### config.mk
export PLATFORM = sky130hd
export DESIGN_NAME = router_rd_ctrl
export DESIGN_NICKNAME = d
export VERILOG_FILES = /design/src/rtl/router_pkg.sv /design/src/rtl/router_skid2.sv /design/src/rtl/router_rd_ctrl.sv
export SDC_FILE = /design/constraint.sdc
export NUM_CORES = 1
export LEC_CHECK = 0
export ABC_AREA = 1
export ABC_CLOCK_PERIOD_IN_PS = 3700
export CAP_MARGIN = 30
export CORE_MARGIN = 1.5
export CORE_UTILIZATION = 42
export DETAILED_ROUTE_END_ITERATION = 12
export MAX_ROUTING_LAYER = met4
export SLEW_MARGIN = 10
export SYNTH_ARGS = -nofsm -noshare
export SYNTH_HDL_FRONTEND = slang
export SYNTH_SLANG_ARGS = --single-unit
### constraint.sdc
create_clock -name clk -period 3.7 [get_ports clk]
set_input_delay 0.37 -clock clk [delete_from_list [all_inputs] [get_ports clk]]
set_output_delay 0.37 -clock clk [all_outputs]
set_load 0.05 [all_outputs]
### src/rtl/router_pkg.sv
`default_nettype none
// =====================================================================
// Module : router_pkg
// Shared widths, header field positions and read-FSM state encoding.
// Rev    : 1.0
// =====================================================================
package router_pkg;

    localparam int PKT_LEN_W    = 6;
    localparam int ADDR_W       = 2;
    localparam int DATA_W       = 8;

    localparam int HDR_ADDR_LSB = 0;
    localparam int HDR_ADDR_MSB = ADDR_W - 1;
    localparam int HDR_LEN_LSB  = ADDR_W;
    localparam int HDR_LEN_MSB  = ADDR_W + PKT_LEN_W - 1;

    typedef enum logic [1:0] {
        ST_IDLE  = 2'd0,
        ST_HDR   = 2'd1,
        ST_BODY  = 2'd2,
        ST_DRAIN = 2'd3
    } rd_state_e;

    function automatic logic [PKT_LEN_W-1:0] hdr_len(input logic [DATA_W-1:0] hdr);
        return hdr[HDR_LEN_MSB:HDR_LEN_LSB];
    endfunction

endpackage
`default_nettype wire

### src/rtl/router_skid2.sv
`default_nettype none
// =====================================================================
// Module : router_skid2
// Two-entry output buffer; entry 0 is always the head.
// Rev    : 1.0
// =====================================================================
module router_skid2
    import router_pkg::*;
(
    input  logic              clk,
    input  logic              reset,
    input  logic              push_i,
    input  logic [DATA_W-1:0] push_data_i,
    input  logic              pop_i,
    input  logic              flush_i,
    output logic [DATA_W-1:0] head_data_o,
    output logic              head_vld_o,
    output logic [1:0]        occ_o
);

    logic [DATA_W-1:0] ent0_q, ent0_d;
    logic [DATA_W-1:0] ent1_q, ent1_d;
    logic [1:0]        occ_q, occ_d;

    always_comb begin
        ent0_d = ent0_q;
        ent1_d = ent1_q;
        occ_d  = occ_q;
        if (flush_i) begin
            occ_d = 2'd0;
        end else begin
            case ({push_i, pop_i})
                2'b10: begin
                    if (occ_q == 2'd0) ent0_d = push_data_i;
                    else               ent1_d = push_data_i;
                    occ_d = occ_q + 2'd1;
                end
                2'b01: begin
                    ent0_d = ent1_q;
                    occ_d  = occ_q - 2'd1;
                end
                2'b11: begin
                    // Simultaneous pop and push keeps occupancy, shifting the queue
                    if (occ_q == 2'd1) begin
                        ent0_d = push_data_i;
                    end else begin
                        ent0_d = ent1_q;
                        ent1_d = push_data_i;
                    end
                end
                default: ;
            endcase
        end
    end

    always_ff @(posedge clk) begin
        if (reset) begin
            ent0_q <= '0;
            ent1_q <= '0;
            occ_q  <= 2'd0;
        end else begin
            ent0_q <= ent0_d;
            ent1_q <= ent1_d;
            occ_q  <= occ_d;
        end
    end

    assign head_data_o = ent0_q;
    assign head_vld_o  = (occ_q != 2'd0);
    assign occ_o       = occ_q;

endmodule
`default_nettype wire

### src/rtl/router_rd_ctrl.sv
`default_nettype none
// =====================================================================
// Module : router_rd_ctrl
// Read-side packet controller: FIFO fetch, parity check, output timeout.
// Rev    : 1.0
// =====================================================================
module router_rd_ctrl
    import router_pkg::*;
#(
    parameter int TIMEOUT = 30
) (
    input  logic              clk,
    input  logic              reset,
    input  logic              fifo_empty,
    input  logic [DATA_W-1:0] fifo_data,
    output logic              fifo_read_enb,
    output logic              fifo_soft_reset,
    output logic [DATA_W-1:0] dout_data,
    output logic              dout_vld,
    input  logic              dout_read,
    output logic              pkt_done,
    output logic              parity_err,
    output logic              timeout
);

    localparam int              TO_W    = $clog2(TIMEOUT + 1);
    localparam logic [TO_W-1:0] TO_LAST = TO_W'(TIMEOUT - 1);
    localparam int              REM_W   = PKT_LEN_W + 1;

    rd_state_e         state_q, state_d;
    logic [REM_W-1:0]  fetch_rem_q, fetch_rem_d, need_req;
    logic [DATA_W-1:0] parity_q, parity_d;
    logic              parity_err_q, parity_err_d;
    logic [TO_W-1:0]   stall_q, stall_d;
    logic              inflight_q, hdr_pend_q;

    logic [1:0]        occ;
    logic              accept, stall, to_fire;
    logic              hdr_arr, body_arr, last_arr, room, rd_en;

    assign accept   = dout_vld & dout_read;
    assign stall    = dout_vld & ~dout_read;
    assign to_fire  = stall & (stall_q == TO_LAST) & ~reset;
    assign hdr_arr  = inflight_q & hdr_pend_q;
    assign body_arr = inflight_q & ~hdr_pend_q;
    assign last_arr = body_arr & (fetch_rem_q == REM_W'(1));

    // Reads still to be issued, counting the byte arriving this cycle as done
    always_comb begin
        if (hdr_arr)       need_req = {1'b0, hdr_len(fifo_data)} + REM_W'(1);
        else if (body_arr) need_req = fetch_rem_q - REM_W'(1);
        else               need_req = fetch_rem_q;
    end

    assign room  = ({1'b0, occ} + {2'b00, inflight_q}) < (3'd2 + {2'b00, accept});
    assign rd_en = ~reset & ~fifo_empty & room &
                   ((state_q == ST_HDR) | ((state_q == ST_BODY) & (need_req != '0)));

    always_comb begin
        state_d      = state_q;
        fetch_rem_d  = fetch_rem_q;
        parity_d     = parity_q;
        parity_err_d = 1'b0;
        stall_d      = stall ? (stall_q + TO_W'(1)) : '0;

        if (hdr_arr) begin
            fetch_rem_d = need_req;
            parity_d    = fifo_data;
        end else if (body_arr) begin
            fetch_rem_d = need_req;
            if (last_arr) parity_err_d = (fifo_data != parity_q);
            else          parity_d     = parity_q ^ fifo_data;
        end

        case (state_q)
            ST_IDLE:  if (!fifo_empty)                   state_d = ST_HDR;
            ST_HDR:   if (rd_en)                         state_d = ST_BODY;
            ST_BODY:  if (last_arr)                      state_d = ST_DRAIN;
            ST_DRAIN: if (accept && (occ == 2'd1))       state_d = ST_IDLE;
            default:                                     state_d = ST_IDLE;
        endcase

        if (to_fire) begin
            state_d      = ST_IDLE;
            fetch_rem_d  = '0;
            parity_err_d = 1'b0;
            stall_d      = '0;
        end
    end

    always_ff @(posedge clk) begin
        if (reset) begin
            state_q      <= ST_IDLE;
            fetch_rem_q  <= '0;
            parity_q     <= '0;
            parity_err_q <= 1'b0;
            stall_q      <= '0;
            inflight_q   <= 1'b0;
            hdr_pend_q   <= 1'b0;
        end else begin
            state_q      <= state_d;
            fetch_rem_q  <= fetch_rem_d;
            parity_q     <= parity_d;
            parity_err_q <= parity_err_d;
            stall_q      <= stall_d;
            inflight_q   <= rd_en & ~to_fire;
            hdr_pend_q   <= rd_en & (state_q == ST_HDR) & ~to_fire;
        end
    end

    router_skid2 u_skid (
        .clk         (clk),
        .reset       (reset),
        .push_i      (inflight_q & ~to_fire),
        .push_data_i (fifo_data),
        .pop_i       (accept),
        .flush_i     (to_fire),
        .head_data_o (dout_data),
        .head_vld_o  (dout_vld),
        .occ_o       (occ)
    );

    assign fifo_read_enb   = rd_en;
    assign fifo_soft_reset = to_fire;
    assign timeout         = to_fire;
    assign parity_err      = parity_err_q;
    assign pkt_done        = ~reset & (state_q == ST_DRAIN) & accept & (occ == 2'd1);

endmodule
`default_nettype wire

==> results.md <==
* Worst IR drop on VDD at between 0.2 and 0.25 mV
* Area of the die at about 6300 sq um
* Startpoint of the worst hold path: stall_q[0]$_SDFF_PP0_
* Total congestion overflow after global routing at 0
* Synthesized cell area at between 2000 and 2500 sq um
* Warning count from the yosys run at 0
* Global-route wire length before repair at between 9000 and 10,000 um
* Remaining design rule violation count at 0
* Sum of negative setup slack at 0 ns
* Via Count at 2,168
* Sink of the worst hold path: stall_q[0]$_SDFF_PP0_
* GRT Overall Usage at 18.7%
* Count of buffers inserted at the top-level ports at 25
* Multiplexer share of the synthesized area at 0%
* Post-synthesis net count at 364
* Final setup skew at between 0.01 and 0.015 ns
* Fraction of final layout cells sized beyond drive strength 1 at 8.08%
* Number of buffers on the longest clock path at 2
* Crit end category: output pin
* Setup violations, final at 0
* Sequential cell area fraction in the yosys report at between 30% and 40%
* Post-synthesis sequential element count at 43
* HPWL after DPL at between 3000 and 4000 um
* Number of failing hold endpoints at the final stage at 0
* Type of the tightest min-delay check: flop to flop
* Async set or reset register ratio after synthesis at 0%
* Leakage power summed over all cells at between 0.001 and 0.0015 uW
* Post-Synth Simple-Gate Area at a little over a quarter
* Clock power frac at between 20% and 30%
* Xor and xnor fraction of the mapped netlist area at between 4 and 5%
* P_sw at approximately 520 uW
* Mean instance size in the synthesized netlist at 7.33 sq um
* Global placement routability congestion at 0.823
* Flip-flop cell with the highest count after synthesis: sky130_fd_sc_hd__dfxtp_1
* Reg-to-reg critical path startpoint: u_skid.occ_o[0]$_SDFFE_PP0P_
* Hold buffers post-CTS at 0
* Cell at the root of the clock tree: sky130_fd_sc_hd__clkbuf_8
* Combinational family with the most area after synthesis: simple AND/OR/NAND/NOR gates
* # H-tree levels at 2
* Initial antenna violation count at 0
* First-pass iteration count of the detailed router at 4
* Internal at around 910 uW
* Run status: complete, no violations
* Final instance area at between 2000 and 3000 sq um
* Max Freq at between 300 and 400 MHz
* Element type at the critical path start: input port
* Start point of the critical path: fifo_data[2]
* Unrepaired setup endpoints after global routing: no
* Data arrival time of the critical path at 2.77 ns
* Post-synthesis compound-gate area fraction at 14.3%
* Distinct cell type count of the synthesized netlist at 36
* Min Tclk post-route at roughly 3.1 ns
* Measured slew at the worst slew-check pin at between 0.5 and 0.6 ns
* Remaining antenna violation count after routing at 0
* Critical register-to-register path endpoint: u_skid.ent1_q[0]$_SDFFE_PP0P_
* Seq pwr share at 39.2%
* Chip Width at slightly below 80 um
* Number of synthesized flops with an enable pin at 0
* Post-cts repair resize count at 0
* Clock tree from TritonCTS: built
* Worst skew pair latency at between 0.2 and 0.3 ns
* Total number of clock tree sinks at 43
* Detailed-route wire length at between 5000 and 6000 um
* Depth of the most critical reg-to-reg path at 16
* Number of buffers created by CTS at 5
* Vias per cell at between 5 and 6
* Via count of the first global-routing pass at 2,059
* Area of the placeable core at approximately 5600 sq um
* Period utilization at between 80% and 90%
* P per Cell Area at 502 nW/um^2
* Count of standard-cell rows at 27
* Final layout net count at 387
* Number of max-slew violations in the final report at 0
* Biggest fanout along the worst timing path at 6
* Synthesis-to-layout area growth at 16.5%
* Final antenna diode count at 0
* Routed wire length per instance at roughly 12 um
* Pin count of the biggest net entering global routing at 25
* Switching power as a share of total power at ~36%
* DRC violation total after the first TritonRoute iteration at between 80 and 90
* Io pins at 26
* Post-CTS setup buffers at 0
* Relative contribution of combinational cells to total power at about a third
* Critical Path RT at approximately 3.3 ns
* Post-place instance area at between 2000 and 3000 sq um
* Count of cells along the worst hold path at 1
* Clock Pin Slew Worst Setup and Hold Paths at around 0.08 ns
* Effective utilization at floorplan at ~44%
* Overall die height at roughly 79 um
* Post-Synthesis Cells at between 300 and 400
* Worst setup path category: input port to output pin
* Setup slack of the worst register-to-register path at approximately 1.3 ns
* Max-capacitance violation count at 0
* Max-slew headroom at the worst pin at 60.9%
* Share of synthesized cell area in full adder, half adder and majority cells at around 8.7%
power groups by stage:
stage	clock network, uW	registers [uW]	logic, uW
2_1_floorplan	0	637	297
3_3_place_gp	0	571	484
3_5_place_dp	0	573	487
4_1_cts	407	562	489
5_1_grt	424	569	545
6_report	390	562	483
sequential cells by signal (all words and copies together) (netlist names):
register / cells
u_skid.occ_o: 2
u_skid.head_data_o: 8
hdr_pend_q: 1
inflight_q: 1
parity_q: 8
stall_q: 5
parity_err: 1
fetch_rem_q: 7
u_skid.ent1_q: 8
state_q: 2
stage by stage:
| stage | setup slack [ns] | hold WS, ns | total power, uW | cells | util [%] |
|---|---|---|---|---|---|
| 6_report | 0.560 | 0.476 | 1430 | 431 | 51.3 |
| 4_1_cts | 0.548 | 0.477 | 1460 | 431 | 51.3 |
| 3_5_place_dp | 0.564 | 0.459 | 1060 | 423 | 49.1 |
| 3_3_place_gp | 0.625 | 0.450 | 1060 | 423 | 49.1 |
| 5_1_grt | 0.356 | 0.504 | 1540 | 431 | 51.3 |
| 2_1_floorplan | 1.51 | 0.434 | 933 | 335 | - |
critical path, stage by stage:
cell	delay [ns]
sky130_fd_sc_hd__clkdlybuf4s50_1	0.61
sky130_fd_sc_hd__ha_1	0.23
sky130_fd_sc_hd__nand2_1	0.08
sky130_fd_sc_hd__o21ai_0	0.17
sky130_fd_sc_hd__nand3_1	0.10
sky130_fd_sc_hd__nand2_1	0.07
sky130_fd_sc_hd__inv_1	0.04
sky130_fd_sc_hd__nand2_1	0.05
sky130_fd_sc_hd__nor2_1	0.03
sky130_fd_sc_hd__nand3_1	0.08
sky130_fd_sc_hd__nand2_2	0.07
sky130_fd_sc_hd__nand2_1	0.06
sky130_fd_sc_hd__clkdlybuf4s50_1	0.80
metal layers:
metal	global-route usage [%]	routed length, um
met3	3.89	207
met4	5.96	60
met2	29.4	2370
met1	24.0	2580
met5	-	0
layout make-up:
class	count	area, sq um
clock buffers	6	82.6
clock inverters	2	38.8
fillers	576	2720
inverters	45	178
multi-input cells	237	1350
flip-flops and latches	43	861
well taps	72	90.1
repair buffers	26	258
synth_stat cells, types with 4 or more instances:
| cell type | instances | share of area, % |
|---|---|---|
| sky130_fd_sc_hd__o21ai_1 | 7 | 1.4 |
| sky130_fd_sc_hd__xor2_1 | 7 | 2.5 |
| sky130_fd_sc_hd__buf_2 | 4 | 0.82 |
| sky130_fd_sc_hd__nand3_2 | 4 | 1.6 |
| sky130_fd_sc_hd__nor3_1 | 4 | 0.82 |
| sky130_fd_sc_hd__nor2_1 | 54 | 8.3 |
| sky130_fd_sc_hd__nand2_1 | 48 | 7.3 |
| sky130_fd_sc_hd__inv_1 | 38 | 5.8 |
| sky130_fd_sc_hd__dfxtp_1 | 43 | 35 |
| sky130_fd_sc_hd__o21ai_0 | 20 | 4.1 |
| sky130_fd_sc_hd__a21oi_1 | 9 | 1.8 |
| sky130_fd_sc_hd__xnor2_1 | 6 | 2.1 |
| sky130_fd_sc_hd__o211ai_1 | 4 | 1.2 |
| sky130_fd_sc_hd__a211oi_1 | 6 | 1.8 |
| sky130_fd_sc_hd__nand3_1 | 25 | 5.1 |
| sky130_fd_sc_hd__and3_1 | 4 | 1.0 |
| sky130_fd_sc_hd__ha_1 | 17 | 8.7 |
| sky130_fd_sc_hd__o221ai_1 | 4 | 1.4 |
how the worst max path moves through the flow:
stage	endpoint	slack, ns
floorplan	pkt_done	1.51
global placement	fifo_read_enb	0.63
detailed placement	fifo_read_enb	0.56
CTS	fifo_read_enb	0.55
global route	fifo_read_enb	0.36
finish	fifo_read_enb	0.56
kinds of logic after synthesis:
group                      count (synthesis)
AOI/OAI and AO/OA                         58
DFF                                       43
buffers and inverters                     55
adders and majority gates                 17
xor gates and xnor gates                  13
and+or+nand+nor                          149
placed cells by master, fill, tap and decap left out, types with 2 or more instances in the layout:
cell	netlist	final
sky130_fd_sc_hd__a211oi_1	6	6
sky130_fd_sc_hd__a21oi_1	9	9
sky130_fd_sc_hd__a31oi_1	3	3
sky130_fd_sc_hd__and3_1	4	4
sky130_fd_sc_hd__clkbuf_8	0	6
sky130_fd_sc_hd__clkdlybuf4s50_1	0	25
sky130_fd_sc_hd__dfxtp_1	43	43
sky130_fd_sc_hd__ha_1	17	17
sky130_fd_sc_hd__inv_1	38	38
sky130_fd_sc_hd__inv_2	3	3
sky130_fd_sc_hd__nand2_1	48	48
sky130_fd_sc_hd__nand2_2	3	3
sky130_fd_sc_hd__nand2_4	2	2
sky130_fd_sc_hd__nand3_1	25	25
sky130_fd_sc_hd__nand3_2	4	4
sky130_fd_sc_hd__nand4_1	3	3
sky130_fd_sc_hd__nor2_1	54	54
sky130_fd_sc_hd__nor3_1	4	4
sky130_fd_sc_hd__o211ai_1	4	4
sky130_fd_sc_hd__o21ai_0	20	20
sky130_fd_sc_hd__o21ai_1	7	7
sky130_fd_sc_hd__o21ai_2	2	2
sky130_fd_sc_hd__o221ai_1	4	4
sky130_fd_sc_hd__xnor2_1	6	6
sky130_fd_sc_hd__xor2_1	7	7
Power figures use the tool's default switching activity.
